===== src/rtl/pe_pkg.sv =====
// Shared types and defaults for the PE dot-product accumulator.
package pe_pkg;

   localparam int ACC_WIDTH_DEF = 32;

   typedef enum logic [1:0] {
      IDLE  = 2'd0,
      ACCUM = 2'd1,
      DRAIN = 2'd2
   } pe_state_t;

endpackage


===== src/rtl/sat_add.sv =====
// Unsigned adder that clamps to all-ones instead of wrapping.
module sat_add #(
   parameter int W = 32
) (
   input  logic [W-1:0] a,
   input  logic [W-1:0] b,
   output logic [W-1:0] sum,
   output logic         sat
);

   logic [W:0] full;

   assign full = {1'b0, a} + {1'b0, b};
   assign sat  = full[W];
   assign sum  = full[W] ? {W{1'b1}} : full[W-1:0];

endmodule


===== src/rtl/pe_accumulator.sv =====
// Accumulates a fixed-length stream of PE products into a saturating sum
// and holds the result until downstream takes it.
module pe_accumulator
   import pe_pkg::*;
#(
   parameter int DATA_WIDTH = 8,
   parameter int ACC_WIDTH  = ACC_WIDTH_DEF,
   parameter int LEN_WIDTH  = 16
) (
   input  logic                    clk,
   input  logic                    rst,
   input  logic                    start,
   input  logic [LEN_WIDTH-1:0]    len,
   input  logic                    prod_valid,
   input  logic [2*DATA_WIDTH-1:0] prod_data,
   output logic                    prod_ready,
   output logic                    acc_valid,
   output logic [ACC_WIDTH-1:0]    acc_data,
   output logic                    acc_sat,
   input  logic                    acc_ready,
   output logic                    busy
);

   pe_state_t            state, state_nxt;
   logic [ACC_WIDTH-1:0] sum_q, sum_nxt, add_sum, prod_ext;
   logic [LEN_WIDTH-1:0] rem_q, rem_nxt;
   logic                 sat_q, sat_nxt, add_sat;

   assign prod_ext = ACC_WIDTH'(prod_data);

   sat_add #(.W(ACC_WIDTH)) u_sat_add (
      .a   (sum_q),
      .b   (prod_ext),
      .sum (add_sum),
      .sat (add_sat)
   );

   always_ff @(posedge clk or negedge rst) begin
      if (!rst) begin
         state <= IDLE;
         sum_q <= '0;
         rem_q <= '0;
         sat_q <= 1'b0;
      end else begin
         state <= state_nxt;
         sum_q <= sum_nxt;
         rem_q <= rem_nxt;
         sat_q <= sat_nxt;
      end
   end

   always_comb begin
      state_nxt = state;
      sum_nxt   = sum_q;
      rem_nxt   = rem_q;
      sat_nxt   = sat_q;
      case (state)
         IDLE: begin
            if (start) begin
               rem_nxt   = len;
               sum_nxt   = '0;
               sat_nxt   = 1'b0;
               state_nxt = (len == '0) ? DRAIN : ACCUM;
            end
         end
         ACCUM: begin
            if (prod_valid) begin
               sum_nxt = add_sum;
               sat_nxt = sat_q | add_sat;
               rem_nxt = rem_q - LEN_WIDTH'(1);
               // last beat: result becomes visible on the very next cycle
               if (rem_q == LEN_WIDTH'(1)) state_nxt = DRAIN;
            end
         end
         DRAIN: begin
            if (acc_ready) state_nxt = IDLE;
         end
         default: state_nxt = IDLE;
      endcase
   end

   // All handshake outputs decode registered state only.
   assign prod_ready = (state == ACCUM);
   assign acc_valid  = (state == DRAIN);
   assign busy       = (state != IDLE);
   assign acc_data   = sum_q;
   assign acc_sat    = sat_q;

endmodule


===== config.mk =====
export PLATFORM = sky130hd
export DESIGN_NAME = pe_accumulator
export DESIGN_NICKNAME = d
export VERILOG_FILES = /design/src/rtl/pe_pkg.sv /design/src/rtl/sat_add.sv /design/src/rtl/pe_accumulator.sv
export SDC_FILE = /design/constraint.sdc
export NUM_CORES = 1
export LEC_CHECK = 0
export ABC_AREA = 1
export CAP_MARGIN = 20
export CORE_ASPECT_RATIO = 0.7
export CORE_MARGIN = 1
export CORE_UTILIZATION = 45
export CTS_CLUSTER_SIZE = 30
export DETAILED_ROUTE_END_ITERATION = 10
export GPL_TIMING_DRIVEN = 0
export PLACE_DENSITY = 0.8
export SKIP_LAST_GASP = 1
export SYNTH_ARGS = -nofsm -noshare
export SYNTH_HDL_FRONTEND = slang
export SYNTH_SLANG_ARGS = --single-unit

===== constraint.sdc =====
create_clock -name clk -period 1.8 [get_ports clk]
set_input_delay 0.36 -clock clk [delete_from_list [all_inputs] [get_ports clk]]
set_output_delay 0.36 -clock clk [all_outputs]
set_load 0.005 [all_outputs]

==> impl_metrics.json <==
{
  "status": "finished, violations left",
  "violations": "setup timing",
  "finalCritPeriodShare": 1.163,
  "ys_top_cells_by_area": "dfrtp_1 28%, nand2_1 23%, inv_1 9.4%, nand3_1 7.8%, ha_1 5.0%",
  "grt_usage": 0.2761,
  "clkLatencyLatePin_ps": 300,
  "pin_count": 73,
  "worstPathCellList": "ha_2, fa_2, nand2_2, nand2_2, nand3_2, nand2_4, nand2_4, nand2_8, nand3_4, inv_4, o21ai_2, nand2_1",
  "clock.fmax_ghz": 0.4777,
  "p_seq_frac": 0.234,
  "worstRegToRegCells": 12,
  "wl_per_cell_um": 15.06,
  "place_congestion": 0.9688,
  "hpwl_um": 10580,
  "cts_max_path_buffers": 2,
  "grt.overflow.total": 0,
  "synth_area_leader_cell": "dfrtp_1",
  "ys_types": 40,
  "worst-path-stages": 12,
  "first_global_vias": 4483,
  "clkPwrFrac": 0.114,
  "powerDensity_mw_per_mm2": 1379,
  "die_y_um": 85.98,
  "startpoint_type": "flip-flop",
  "rsz0062_at_grt": "true",
  "area_growth_pct": 40.93,
  "yosysMostFrequentCell": "nand2_1",
  "placement.io_buffers": 72,
  "worstPathArrival_ps": 2280,
  "p_sw_frac": 0.4789,
  "clkSinkCount": 51,
  "worst_pin_slew_ps": 597.7,
  "syn_area_mm2": 0.004533,
  "antenna_found_initial": 0,
  "startpoint": "acc_data[0]",
  "cts_tree": "done",
  "ys_ff_latch": 51,
  "slew_viol_final": 0,
  "vias": 5240,
  "end_kind": "flip-flop",
  "synth_seq_area_share": 0.2815,
  "crit_slowest_cell": "dfrtp_1",
  "synthTopCellsByCount": "277 x nand2_1, 114 x inv_1, 71 x nand3_1, 59 x nor2_1, 51 x dfrtp_1",
  "clk_pin_slew_ps": 80,
  "crit_type": "reg -> reg",
  "cp_top_family": "simple AND/OR/NAND/NOR gates",
  "rr_endpoint": "acc_data[9]",
  "synth_ff_type": "dfrtp_1",
  "crit_buf_inv": 1,
  "drive_above_1_share": 0.1932,
  "floorplan.rows": 30,
  "async_reset_ff_frac": 1.000,
  "h-tree-depth": 2,
  "relSlewSlack": 0.6015,
  "vdd_drop_max_mv": 0.7700,
  "start_util": 0.4663,
  "final_util": 0.6571,
  "leakagePower_nw": 3.268,
  "cts_root_buf": "clkbuf_16",
  "skew_ps": 9.872,
  "grt_max_degree": 28,
  "diodes": 0,
  "nNetsFinal": 909,
  "synth_edf_count": 0,
  "setup_viol": 34,
  "synth_top_area_frac": 0.2815,
  "first_iter_violations": 628,
  "hp-class": "in -> async",
  "first_pass_iters": 5,
  "syn-num-nets": 794,
  "die_w_um": 122.0,
  "grt_pass1_wl_um": 22580,
  "crit_required_ps": 1990,
  "maxCapViolCount": 0,
  "finalCriticalPeriod_ps": 2093,
  "p_int_mw": 4.591,
  "synth_area_per_cell_um2": 6.142,
  "r2r-start": "acc_data[0]",
  "crit_path_max_incr_delay_ps": 390,
  "crit_fanout": 7,
  "fin_setup_tns_ps": -7612,
  "drcViolationCount": 0,
  "hold_viol_final": 0,
  "cp-endpoint": "acc_data[9]",
  "viasPerCell": 5.336,
  "power.net_switching_mw": 4.218,
  "layout_setup_ws_ps": -293.2,
  "cts_buffers": 5,
  "core_area_mm2": 0.009722,
  "dieArea_mm2": 0.01049,
  "wl_um": 14790,
  "synthCells": 738,
  "combPwrFrac": 0.652,
  "rrSetupSlack_ps": -290,
  "ys_warn_count": 0,
  "ant_nets": 0
}
[metal layers]
| layer | track usage | routed length [um] | up-vias |
|---|---|---|---|
| li1 | - | - | 2569 |
| met3 | 0.03989 | 1483 | 22 |
| met4 | 0.05612 | 195 | 0 |
| met5 | 0 | 0 | - |
| met1 | 0.4478 | 7088 | 2370 |
| met2 | 0.3749 | 6022 | 279 |
[cells in the final DEF (no fill, tap or decap), types with 5 or more instances in the layout]
cell type,n
dlymetal6s2s_1,6
nand3_2,16
nand3_4,6
nor2_4,10
xor2_1,11
buf_4,31
nand2_1,257
clkbuf_1,5
inv_1,111
ha_4,14
o21ai_2,13
nand4_1,13
a21oi_1,9
o21ai_0,25
nand2_2,20
dlygate4sd2_1,9
nand2_4,6
nor3_1,7
nand3_1,52
clkdlybuf4s50_1,56
clkbuf_16,5
buf_6,5
and2_1,5
nor2_1,49
dfrtp_1,49
nor2_2,6
[flip-flops by register name, summed over array words and instances (netlist names)]
name and cells:
acc_data 32, acc_sat 1, rem_q 16, state 2
[worst min path at each step]
stage                         from          end  cells after the start
after detailed placement       rst    rem_q[13]                      1
after CTS                      rst     rem_q[0]                      1
final                          rst     rem_q[0]                      1
after global routing           rst    rem_q[15]                      1
after global placement    rem_q[4]     rem_q[4]                      2
after floorplan                rst  acc_data[0]                      0
[stage by stage]
step	instances	cell area, um2	hold slack, ps	worst slack [ps]	power [mW]
final	982	6389	56.11	-293.2	8.809
after global routing	982	6389	111.2	-356.5	9.410
after CTS	963	6018	88.51	-245.1	8.015
after detailed placement	939	5477	405.8	-785.6	6.408
after floorplan	738	4581	64.41	-64.35	4.887
after global placement	938	5461	485.9	-1239	6.300
[cells by family (layout without fill, tap and decap cells)]
group	Yosys count	after routing	synth area share
compound gates	67	67	0.08584
xor+xnor	12	12	0.02319
fa+ha+maj	19	19	0.05410
buf+inv	130	245	0.1137
flops	51	51	0.2815
mux	1	1	0.002208
simple gates	458	459	0.4394
[final cells by class]
cell class                      count  area [um2]
Tap cell                          128       160.2
Timing Repair inverter              1       6.256
Clock buffer                        5       125.1
Inverter                          117       449.2
Clock inverter                      3       23.77
Multi-Input combinational cell    558        3252
Sequential cell                    51        1279
Timing Repair Buffer              106       994.7
Fill cell                         810        3333
Buffer                             13       98.84
[worst register-to-register path, stage by stage (launching register included)]
cell	delay, ps
dfrtp_1	390
ha_2	200
fa_2	350
nand2_2	110
nand2_2	80
nand3_2	90
nand2_4	60
nand2_4	120
nand2_8	90
nand3_4	200
inv_4	100
o21ai_2	130
nand2_1	70
[timing repair]
action | CTS | global route
pin swaps | 18 | 24
buffers inserted | 14 | 19
gates resized for setup | 60 | 66
endpoints found under the setup margin | 41 | 49
hold buffers | 0 | 0
cloned | 2 | 0
[power groups by stage]
stage	clock (mW)	combinational [mW]	sequential [mW]
final	1.01	5.74	2.06
after global routing	1.05	6.24	2.12
after CTS	1.00	5.00	2.01
after detailed placement	0	4.43	1.98
after global placement	0	4.34	1.96
after floorplan	0	2.97	1.91
Note: power is estimated with default switching activity, not from simulation.
